File: src/rtl/collision_pkg.sv
// collision_pkg: shared types and sizing helpers for the collision scheduler.
//   coll_state_t  - scheduler FSM states
//   DIST_W        - squared-distance width at the default coordinate width
//   DEF_THRESH    - default hit threshold (hit when d2 < THRESH)
//   dist_w/idx_w  - width helpers for parameterised instances
package collision_pkg;
    typedef enum logic [2:0] {IDLE, DIFF, SQ, CMP, DONE} coll_state_t;
    localparam int DEF_COORD_W = 9;
    localparam int DIST_W = 2 * DEF_COORD_W + 1;
    localparam int DEF_THRESH = 12;
    function automatic int dist_w(input int coord_w);
        return 2 * coord_w + 1;
    endfunction
    function automatic int idx_w(input int n);
        return (n > 1) ? $clog2(n) : 1;
    endfunction
endpackage

File: src/rtl/sq_dist_unit.sv
// sq_dist_unit: two-stage registered squared distance between points a and b.
//   clk, rst_n (async active-low)
//   diff_en : load |ax-bx|, |ay-by|
//   sq_en   : load d2 = dx*dx + dy*dy
//   ax, ay, bx, by : unsigned coordinates
//   d2      : registered squared distance, 2*COORD_W+1 bits (cannot overflow)
module sq_dist_unit #(
    parameter int COORD_W = 9,
    parameter int DIST_W = 2 * COORD_W + 1
) (
    input  logic               clk,
    input  logic               rst_n,
    input  logic               diff_en,
    input  logic               sq_en,
    input  logic [COORD_W-1:0] ax,
    input  logic [COORD_W-1:0] ay,
    input  logic [COORD_W-1:0] bx,
    input  logic [COORD_W-1:0] by,
    output logic [DIST_W-1:0]  d2
);
    logic [COORD_W-1:0] dx, dy;
    always_ff @(posedge clk or negedge rst_n) begin
        if (!rst_n) begin
            dx <= '0;
            dy <= '0;
            d2 <= '0;
        end else begin
            // subtract larger minus smaller so the magnitude never wraps
            if (diff_en) begin
                dx <= (ax > bx) ? ax - bx : bx - ax;
                dy <= (ay > by) ? ay - by : by - ay;
            end
            if (sq_en)
                d2 <= DIST_W'(dx) * DIST_W'(dx) + DIST_W'(dy) * DIST_W'(dy);
        end
    end
endmodule

File: src/rtl/collision_scheduler.sv
// collision_scheduler: scans N_MON monsters through one shared squared-distance unit.
//   clk, rst_n (async active-low), start (sampled in IDLE only)
//   p_x, p_y      : pacman position
//   m_x, m_y      : monster positions, monster i at [i*COORD_W +: COORD_W]
//   busy          : scan in progress
//   done          : one-cycle pulse when hit_* are freshly loaded
//   hit_vec/any/idx : per-monster hits, OR of hits, lowest hit index
// Optional macro COLLISION_EARLY_EXIT_EN: stop the scan at the first hit.
module collision_scheduler
    import collision_pkg::*;
#(
    parameter int N_MON = 4,
    parameter int COORD_W = 9,
    parameter int THRESH = DEF_THRESH
) (
    input  logic                     clk,
    input  logic                     rst_n,
    input  logic                     start,
    input  logic [COORD_W-1:0]       p_x,
    input  logic [COORD_W-1:0]       p_y,
    input  logic [N_MON*COORD_W-1:0] m_x,
    input  logic [N_MON*COORD_W-1:0] m_y,
    output logic                     busy,
    output logic                     done,
    output logic [N_MON-1:0]         hit_vec,
    output logic                     hit_any,
    output logic [2:0]               hit_idx
);
    localparam int IW = idx_w(N_MON);
    localparam int DW = dist_w(COORD_W);
    coll_state_t state, state_nxt;
    logic [IW-1:0] idx;
    logic [COORD_W-1:0] sp_x, sp_y;
    logic [N_MON*COORD_W-1:0] sm_x, sm_y;
    logic [N_MON-1:0] scratch, scratch_nxt;
    logic [DW-1:0] d2;
    logic hit, fin;
    logic [2:0] lo;
    sq_dist_unit #(.COORD_W(COORD_W), .DIST_W(DW)) u_sq (
        .clk(clk),
        .rst_n(rst_n),
        .diff_en(state == DIFF),
        .sq_en(state == SQ),
        .ax(sp_x),
        .ay(sp_y),
        .bx(sm_x[int'(idx) * COORD_W +: COORD_W]),
        .by(sm_y[int'(idx) * COORD_W +: COORD_W]),
        .d2(d2)
    );
    always_ff @(posedge clk or negedge rst_n) begin
        if (!rst_n)
            state <= IDLE;
        else
            state <= state_nxt;
    end
    always_comb begin
        hit = 32'(d2) < THRESH;
        scratch_nxt = scratch | (N_MON'(hit) << idx);
`ifdef COLLISION_EARLY_EXIT_EN
        fin = (idx == IW'(N_MON - 1)) || hit;
`else
        fin = (idx == IW'(N_MON - 1));
`endif
        state_nxt = (state == IDLE) ? (start ? DIFF : IDLE) :
                    (state == DIFF) ? SQ :
                    (state == SQ)   ? CMP :
                    (state == CMP)  ? (fin ? DONE : DIFF) : IDLE;
        lo = '0;
        for (int i = N_MON - 1; i >= 0; i--)
            if (scratch_nxt[i]) lo = 3'(i);
        busy = state != IDLE;
        done = state == DONE;
    end
    always_ff @(posedge clk or negedge rst_n) begin
        if (!rst_n) begin
            idx <= '0;
            sp_x <= '0;
            sp_y <= '0;
            sm_x <= '0;
            sm_y <= '0;
            scratch <= '0;
            hit_vec <= '0;
            hit_any <= 1'b0;
            hit_idx <= '0;
        end else begin
            if (state == IDLE && start) begin
                sp_x <= p_x;
                sp_y <= p_y;
                sm_x <= m_x;
                sm_y <= m_y;
                scratch <= '0;
                idx <= '0;
            end
            if (state == CMP) begin
                scratch <= scratch_nxt;
                if (!fin) idx <= idx + 1'b1;
            end
            // results load on the DONE-entry edge, including the last monster's bit
            if (state == CMP && fin) begin
                hit_vec <= scratch_nxt;
                hit_any <= |scratch_nxt;
                hit_idx <= lo;
            end
        end
    end
endmodule
File: config.mk
export PLATFORM = sky130hd
export DESIGN_NAME = collision_scheduler
export DESIGN_NICKNAME = d
export VERILOG_FILES = /design/src/rtl/collision_pkg.sv /design/src/rtl/sq_dist_unit.sv /design/src/rtl/collision_scheduler.sv
export SDC_FILE = /design/constraint.sdc
export NUM_CORES = 1
export LEC_CHECK = 0
export BUFFER_PORTS_ARGS = -buffer_cell sky130_fd_sc_hd__buf_2
export CAP_MARGIN = 20
export CORE_MARGIN = 4
export CORE_UTILIZATION = 44
export CTS_CLUSTER_SIZE = 20
export DETAILED_ROUTE_END_ITERATION = 12
export PLACE_DENSITY = 0.59
export SLEW_MARGIN = 5
export SYNTH_ARGS = -nofsm -noshare
export SYNTH_HDL_FRONTEND = slang
export SYNTH_HIERARCHICAL = 1
export SYNTH_SLANG_ARGS = --single-unit
File: constraint.sdc
create_clock -name clk -period 7.1 [get_ports clk]
set_input_delay 0.355 -clock clk [delete_from_list [all_inputs] [get_ports clk]]
set_output_delay 0.355 -clock clk [all_outputs]
set_load 0.005 [all_outputs]
==> impl_metrics.env, run 1 <==
export IMPL_cts_resized=0
export IMPL_core_region_area_um2=26210
export IMPL_arrival_ns=6.34
export IMPL_final_setup_viol_count=0
export IMPL_rsz0062_at_grt="no"
export IMPL_clk_latency_ns=0.43
export IMPL_syn_nets=1575
export IMPL_syn_to_final_growth_pct=11.57
export IMPL_tns_ns=0
export IMPL_final_util_pct=50.11
export IMPL_slew_viol_final=0
export IMPL_die_w_um=171.6
export IMPL_grt_total_usage_pct=18.13
export IMPL_io_pins=103
export IMPL_grt_overflow_total=0
export IMPL_htreeDepth=4
export IMPL_tritoncts="done"
export IMPL_synth_cells=1285
export IMPL_crit_slowest_cell="fa_1"
export IMPL_final_setup_skew_ns=0.02009
export IMPL_hold_viol=0
export IMPL_period_minus_slack_ns=6.038
export IMPL_cts_setup_buffers=0
export IMPL_path_cells="nand2_1 -> fa_1 -> inv_1 -> fa_1 -> inv_1 -> fa_1 -> inv_1 -> fa_1 -> fa_1 -> inv_1 -> fa_1 -> inv_1 -> ha_1 -> o21a_1 -> o31a_1 -> o2111ai_1 -> nand2b_1 -> a221oi_2 -> xnor2_1 -> mux2_2"
export IMPL_antenna_cells=0
export IMPL_place_inst=1679
export IMPL_start_util_pct=44.91
export IMPL_numCtsBuffers=17
export IMPL_dp_hpwl_um=19190
export IMPL_clk_pin_slew_ns=0.07
export IMPL_cts_root_buf="clkbuf_16"
export IMPL_drv_cap=0
export IMPL_cts_sinks=141
export IMPL_max_freq_mhz=165.6
export IMPL_hold_buffers=0
export IMPL_avgRoutedWirePerCell_um=14.59
export IMPL_required_ns=7.40
export IMPL_via_per_inst=4.951
export IMPL_outcome="complete, no violations"
export IMPL_top_usage_layer="met2"
export IMPL_final_nets=1653
export IMPL_firstDrtPassIters=5
export IMPL_synth_avg_cell_area_um2=9.160
export IMPL_cp_end_kind="flip-flop"
export IMPL_yosysWarnings=6
export IMPL_critPathLaunch="u_sq/dy[5]$_DFFE_PN0P_"
export IMPL_drive_gt1_share_pct=14.39
export IMPL_cpMostUsedCell="fa_1"
export IMPL_syn_area_um2=11770
export IMPL_tightest_slew_ns=0.9460
export IMPL_grt_pass1_vias=8806
export IMPL_crit_family="adder cells"
export IMPL_crit_type="reg2reg"
export IMPL_period_share_pct=85.04
export IMPL_path_buf_inv=5
export IMPL_reg2reg_from="u_sq/dy[5]$_DFFE_PN0P_"
export IMPL_grt_max_degree=95
export IMPL_gr_usage_met1_pct=25.78
export IMPL_relSlewSlack_pct=36.94
export IMPL_final_cells=1711
export IMPL_antenna_found_initial=0
export IMPL_gp_congestion=0.8552
export IMPL_drtIter0Drc=387
export IMPL_row_count=59
export IMPL_die_area_um2=29430
export IMPL_ant_nets=0
export IMPL_route_vias_total=8471
export IMPL_drc_errors=0
export IMPL_grt_pass1_wl_um=43110
export IMPL_clockBufferDepth=2
export IMPL_wirelength_um=24970
export IMPL_crit_fanout=10
export IMPL_grtUsageMet3_pct=2.643
export IMPL_gr_usage_met2_pct=29.43
export IMPL_crit_path_max_incr_delay_ns=0.62
export IMPL_start_kind="flip-flop"
export IMPL_port_buffers=101
export IMPL_die_h_um=171.6
export IMPL_hold_path_class="in2async"
-- flip-flops by register name, indices dropped and copies added, names as in the netlist, 4 cells and up --
signal   count
scratch      4
u_sq/d2     17
sp_y         9
u_sq/dx      9
hit_vec      4
sm_y        36
sp_x         9
sm_x        36
u_sq/dy      9
-- final timing paths --
path,slack (ns),depth (start not counted),end
worst max-delay path,1.06,20,u_sq/d2[18]$_DFFE_PN0P_
worst min-delay path,0.003,1,sm_y[22]$_DFFE_PN0P_
worst min register to register,0.47,2,sm_y[23]$_DFFE_PN0P_
max in group asynchronous,5.88,2,u_sq/d2[13]$_DFFE_PN0P_
worst max register to register,1.06,20,u_sq/d2[18]$_DFFE_PN0P_
min in group clk,0.11,3,sm_y[22]$_DFFE_PN0P_
-- metrics by stage --
step | hold slack [ns] | setup slack, ns | area [µm²]
global placement | 0.4527 | 1.153 | 12560
floorplan | 0.05941 | 1.367 | 11770
CTS | 0.03563 | 1.033 | 13130
global route | 0.06986 | 0.6977 | 13130
finish | 0.003275 | 1.062 | 13130
detailed placement | 0.4581 | 1.048 | 12560
-- layout make-up --
cell class | count | area, µm²
clock buffers | 18 | 429.2
clock inverters | 14 | 142.6
fillers | 2512 | 13080
inverters | 210 | 788.3
multi-input cells | 885 | 7259
flip-flops and latches | 141 | 3528
well taps | 335 | 419.2
repair buffers | 108 | 564.3
-- metal layers --
metal / share of wire, % / up-vias
met2: 47 / 152
met1: 49 / 4078
li1: - / 4218
met4: 1.5 / 0
met3: 3.3 / 23
met5: 0 / -
-- cells in the final DEF (no fill, tap or decap), drive strengths merged, types with 5 or more instances in the layout --
cell,n
buf,108
clkbuf,18
dfrtp,141
a21oi,35
nand2,316
xor2,13
mux4,18
o31ai,6
ha,94
o21a,8
mux2,19
o21bai,5
nor3,11
or2,8
nand3,13
o21ai,16
xnor2,18
fa,103
nor2b,11
and2,41
a221oi,6
mux2i,11
nor2,46
nand2b,6
inv,221
nor4,6
a21o,28
a31oi,7
Power of run 1 is left out: the tool's default activity adds up to more than one toggle a clock period on the data nets, which glitch-free logic cannot reach.
==> run 2: changes to the inputs <==
--- a/config.mk
+++ b/config.mk
@@ -8,10 +8,10 @@
 export BUFFER_PORTS_ARGS = -buffer_cell sky130_fd_sc_hd__buf_2
 export CAP_MARGIN = 20
 export CORE_MARGIN = 4
-export CORE_UTILIZATION = 44
+export CORE_UTILIZATION = 40
 export CTS_CLUSTER_SIZE = 20
 export DETAILED_ROUTE_END_ITERATION = 12
-export PLACE_DENSITY = 0.59
+export PLACE_DENSITY = 0.54
 export SLEW_MARGIN = 5
 export SYNTH_ARGS = -nofsm -noshare
 export SYNTH_HDL_FRONTEND = slang
==> impl_metrics.env, run 2 (synthesized netlist as in run 1, its figures left out) <==
export IMPL_clk_pin_slew_ns=0.07
export IMPL_setup_slack_ns=1.081
export IMPL_via_per_inst=4.757
export IMPL_cp_end_kind="flip-flop"
export IMPL_cts_resized=0
export IMPL_r2r_cells=21
export IMPL_pre_cts_ws_ns=1.095
export IMPL_io_pins=103
export IMPL_tritoncts="done"
export IMPL_relSlewSlack_pct=33.30
export IMPL_antenna_cells=0
export IMPL_hold_path_class="in2reg"
export IMPL_cts_root_buf="clkbuf_16"
export IMPL_r2r_end="u_sq/d2[18]$_DFFE_PN0P_"
export IMPL_die_w_um=179.5
export IMPL_numCtsBuffers=17
export IMPL_wirelength_um=25350
export IMPL_path_buf_inv=6
export IMPL_crit_family="adder cells"
export IMPL_slew_viol_final=0
export IMPL_arrival_ns=6.31
export IMPL_crit_slowest_cell="fa_1"
export IMPL_period_share_pct=84.77
export IMPL_ant_nets=0
export IMPL_grt_max_degree=95
export IMPL_drc_errors=0
export IMPL_mostFrequentLayoutCells="nand2_1 (315), inv_1 (210), dfrtp_1 (141)"
export IMPL_grt_pass1_vias=8881
export IMPL_reg2reg_from="u_sq/dy[6]$_DFFE_PN0P_"
export IMPL_route_vias_total=8373
export IMPL_antenna_found_initial=0
export IMPL_gp_congestion=0.8096
export IMPL_crit_path_max_incr_delay_ns=0.57
export IMPL_outcome="complete, no violations"
export IMPL_final_setup_skew_ns=0.02379
export IMPL_hold_viol=0
export IMPL_start_kind="flip-flop"
export IMPL_tightest_slew_ns=1.001
export IMPL_port_buffers=101
export IMPL_rrSetupSlack_ns=1.08
export IMPL_top_regs="sm_x x36, sm_y x36, u_sq/d2 x17"
export IMPL_n_fill_cell=2906
export IMPL_rsz0062_at_grt="no"
export IMPL_grt_overflow_total=0
export IMPL_drv_cap=0
export IMPL_required_ns=7.39
export IMPL_max_freq_mhz=166.1
export IMPL_die_h_um=179.5
export IMPL_cp_depth=21
export IMPL_cts_sinks=141
export IMPL_crit_fanout=10
export IMPL_period_minus_slack_ns=6.019
export IMPL_avgRoutedWirePerCell_um=14.41
export IMPL_final_cells=1760
export IMPL_clockBufferDepth=2
export IMPL_firstDrtPassIters=7
export IMPL_clk_latency_ns=0.43
export IMPL_drtIter0Drc=369
export IMPL_dp_hpwl_um=19390
export IMPL_place_inst=1728
export IMPL_hold_path_endpoint="sm_y[22]$_DFFE_PN0P_"
export IMPL_crit_type="reg2reg"
export IMPL_syn_to_final_growth_pct=11.98
export IMPL_final_common_cell="nand2_1"
export IMPL_die_area_um2=32230
export IMPL_row_count=62
export IMPL_min_from="m_y[22]"
export IMPL_grt_total_usage_pct=16.42
export IMPL_tns_ns=0
export IMPL_core_region_area_um2=28860
export IMPL_final_setup_viol_count=0
export IMPL_drive_gt1_share_pct=14.39
export IMPL_path_cells="and2_1 -> inv_1 -> fa_1 -> inv_1 -> fa_1 -> inv_1 -> fa_1 -> inv_1 -> fa_1 -> fa_1 -> inv_1 -> fa_1 -> inv_1 -> ha_1 -> o21a_1 -> o31a_1 -> o2111ai_1 -> nand2b_1 -> a221oi_2 -> xnor2_1 -> mux2_2"
export IMPL_start_util_pct=40.79
export IMPL_hold_depth=3
export IMPL_grt_pass1_wl_um=44130
export IMPL_final_nets=1654
export IMPL_htreeDepth=4
## run 2: worst register-to-register path, delay by kind of cell (launching register included)
kind	cells	cell delay (ns)
AOI/OAI and AO/OA	4	0.89
xor gates and xnor gates	1	0.11
adders and majority gates	7	3.43
buffers and inverters	6	0.33
DFF	1	0.52
muxes	1	0.26
and+or+nand+nor	2	0.34
## run 2: layout make-up
| class | instances | area, µm² | area share (%) |
|---|---|---|---|
| tap | 384 | 480.5 | 3.645 |
| clock inverter | 14 | 123.9 | 0.9398 |
| multi-input combinational | 885 | 7259 | 55.08 |
| clock buffer | 17 | 425.4 | 3.228 |
| inverter | 210 | 788.3 | 5.981 |
| timing repair buffer | 109 | 574.3 | 4.357 |
| sequential | 141 | 3528 | 26.77 |
## run 2: routing by layer
layer | GRT usage [%] | up-vias | share of wire, % | wire length, µm
met2 | 26.99 | 149 | 47 | 11870
met1 | 23.37 | 3999 | 49 | 12420
met3 | 2.526 | 10 | 3.3 | 835
met4 | 3.200 | 0 | 0.90 | 228
li1 | - | 4215 | - | -
met5 | 0 | - | 0 | 0
## run 2: through the flow
step	hold WS (ns)	area, µm²	util (%)
after global routing	0.1025	13180	45.67
after floorplan	0.05941	11770	-
final	0.1079	13180	45.67
after detailed placement	0.4503	12620	43.73
after CTS	0.09316	13180	45.67
after global placement	0.4469	12620	43.73
## run 2: worst max path at each step
stage / slack (ns) / from / to
CTS: 1.03 / u_sq/dy[6]$_DFFE_PN0P_ / u_sq/d2[18]$_DFFE_PN0P_
global route: 0.71 / u_sq/dy[2]$_DFFE_PN0P_ / u_sq/d2[18]$_DFFE_PN0P_
finish: 1.08 / u_sq/dy[6]$_DFFE_PN0P_ / u_sq/d2[18]$_DFFE_PN0P_
global placement: 1.14 / u_sq/dy[5]$_DFFE_PN0P_ / u_sq/d2[18]$_DFFE_PN0P_
detailed placement: 1.09 / u_sq/dy[6]$_DFFE_PN0P_ / u_sq/d2[18]$_DFFE_PN0P_
floorplan: 1.37 / u_sq/dy[6]$_DFFE_PN0P_ / u_sq/d2[18]$_DFFE_PN0P_
## run 2: what timing repair did
action | 4_1_cts | 5_1_grt
endpoints found under the hold margin | 19 | 0
setup buffers | 0 | 0
hold buffers | 1 | 0
Power of run 2 is left out for the same reason.
==> run 3: changes to the inputs <==
--- a/config.mk
+++ b/config.mk
@@ -5,6 +5,7 @@
 export SDC_FILE = /design/constraint.sdc
 export NUM_CORES = 1
 export LEC_CHECK = 0
+export ABC_AREA = 1
 export BUFFER_PORTS_ARGS = -buffer_cell sky130_fd_sc_hd__buf_2
 export CAP_MARGIN = 20
 export CORE_MARGIN = 4
==> constraint.sdc (replaced) <==
create_clock -name clk -period 5.74 [get_ports clk]
set_input_delay 0.287 -clock clk [delete_from_list [all_inputs] [get_ports clk]]
set_output_delay 0.287 -clock clk [all_outputs]
set_load 0.005 [all_outputs]
==> impl_metrics.env, run 3 <==
export IMPL_die_area_um2=34090
export IMPL_grt_total_usage_pct=17.39
export IMPL_route_vias_total=9487
export IMPL_row_count=64
export IMPL_final_common_cell="nand2_1"
export IMPL_via_per_inst=4.767
export IMPL_die_h_um=184.6
export IMPL_crit_type="reg2reg"
export IMPL_final_setup_viol_count=0
export IMPL_synth_avg_cell_area_um2=8.293
export IMPL_avgRoutedWirePerCell_um=13.79
export IMPL_cts_setup_buffers=0
export IMPL_grt_pass1_vias=9899
export IMPL_io_pins=103
export IMPL_path_cells="nand2_1 -> inv_1 -> fa_1 -> inv_1 -> fa_1 -> inv_1 -> fa_1 -> fa_1 -> fa_1 -> inv_1 -> fa_1 -> inv_1 -> ha_1 -> a21oi_1 -> nor2_1 -> nor2_1 -> nand2_1 -> nand2_1 -> nand2_1 -> nand2_1 -> nand3_1 -> nand2_1"
export IMPL_drv_cap=0
export IMPL_n_fill_cell=3084
export IMPL_grt_overflow_total=0
export IMPL_start_util_pct=40.69
export IMPL_clk_latency_ns=0.43
export IMPL_grt_pass1_wl_um=48130
export IMPL_firstDrtPassIters=5
export IMPL_rsz0062_at_grt="no"
export IMPL_gr_usage_met1_pct=23.01
export IMPL_grt_max_degree=85
export IMPL_yosysWarnings=6
export IMPL_gr_usage_met2_pct=29.25
export IMPL_crit_path_max_incr_delay_ns=0.56
export IMPL_drc_errors=0
export IMPL_cts_root_buf="clkbuf_16"
export IMPL_gp_congestion=0.8542
export IMPL_crit_fanout=11
export IMPL_start_kind="flip-flop"
export IMPL_period_minus_slack_ns=5.347
export IMPL_tns_ns=0
export IMPL_path_buf_inv=5
export IMPL_clk_pin_slew_ns=0.06
export IMPL_top_usage_layer="met2"
export IMPL_relSlewSlack_pct=34.78
export IMPL_final_util_pct=45.08
export IMPL_cts_sinks=141
export IMPL_clockBufferDepth=2
export IMPL_syn_area_um2=12480
export IMPL_synth_cells=1505
export IMPL_arrival_ns=5.71
export IMPL_slew_viol_final=0
export IMPL_hold_viol=0
export IMPL_grtUsageMet3_pct=3.809
export IMPL_crit_slowest_cell="fa_1"
export IMPL_port_buffers=101
export IMPL_top_regs="sm_x x36, sm_y x36, u_sq/d2 x17"
export IMPL_numCtsBuffers=17
export IMPL_wirelength_um=27450
export IMPL_drtIter0Drc=464
export IMPL_drive_gt1_share_pct=13.43
export IMPL_tritoncts="done"
export IMPL_crit_family="adder cells"
export IMPL_place_area_um2=13280
export IMPL_multi_input_area_um2=7441
export IMPL_hold_path_class="in2reg"
export IMPL_seq_area_um2=3532
export IMPL_ant_nets=0
export IMPL_antenna_found_initial=5
export IMPL_syn_to_final_growth_pct=10.78
export IMPL_final_nets=1871
export IMPL_whs_ns=0.06037
export IMPL_required_ns=6.10
export IMPL_max_freq_mhz=187.0
export IMPL_syn_nets=1795
export IMPL_tightest_slew_ns=0.9747
export IMPL_outcome="complete, no violations"
export IMPL_mostFrequentLayoutCells="nand2_1 (355), inv_1 (323), dfrtp_1 (138)"
export IMPL_dp_hpwl_um=21750
export IMPL_htreeDepth=4
export IMPL_period_share_pct=93.16
export IMPL_final_setup_skew_ns=0.008481
export IMPL_cp_end_kind="flip-flop"
export IMPL_die_w_um=184.6
export IMPL_core_region_area_um2=30670
export IMPL_postLayoutCellArea_um2=13830
## run 3: area by class of cell
class,count,share of cell area [%]
multi-input cells,982,53.82
flip-flops and latches,141,25.55
inverters,329,8.968
repair buffers,110,4.208
well taps,396,3.584
clock buffers,19,3.204
clock inverters,12,0.6516
diodes,1,0.01810
## run 3: final timing paths
kind | from | end | slack (ns) | cells past startpoint
min in group asynchronous | rst_n | sm_y[8]$_DFFE_PN0P_ | 0.48 | 2
hold reg to reg | u_sq/d2[4]$_DFFE_PN0P_ | u_sq/d2[4]$_DFFE_PN0P_ | 0.47 | 2
hold / removal | m_y[34] | sm_y[34]$_DFFE_PN0P_ | 0.06 | 2
setup / recovery | u_sq/dx[7]$_DFFE_PN0P_ | u_sq/d2[15]$_DFFE_PN0P_ | 0.39 | 22
max in group asynchronous | rst_n | hit_vec[2]$_DFFE_PN0P_ | 3.96 | 3
setup reg to reg | u_sq/dx[7]$_DFFE_PN0P_ | u_sq/d2[15]$_DFFE_PN0P_ | 0.39 | 22
## run 3: layer usage
metal  part of all wire [%]  wire [µm]
met5                   0.18         50
met4                    1.5        422
met3                    4.7       1282
met2                     48      13050
met1                     46      12650
## run 3: metrics by stage
step | cells | setup WS (ns)
floorplan | 1505 | 0.5682
global placement | 1957 | 0.4262
detailed placement | 1957 | 0.3598
CTS | 1989 | 0.3621
global route | 1990 | 0.004610
finish | 1990 | 0.3926
## run 3: worst register-to-register path: stages, from the launching register on
cell and delay (ns):
dfrtp_1 0.54, nand2_1 0.19, inv_1 0.07, fa_1 0.50
inv_1 0.05, fa_1 0.53, inv_1 0.06, fa_1 0.51
fa_1 0.44, fa_1 0.56, inv_1 0.06, fa_1 0.53
inv_1 0.04, ha_1 0.34, a21oi_1 0.21, nor2_1 0.06
nor2_1 0.08, nand2_1 0.09, nand2_1 0.13, nand2_1 0.07
nand2_1 0.06, nand3_1 0.06, nand2_1 0.10
## run 3: timing repair
item,CTS,global route
setup endpoints to repair,0,7
resized for setup,0,3
hold endpoints to repair,80,0
hold buffers,1,0
Power of run 3 is left out for the same reason.
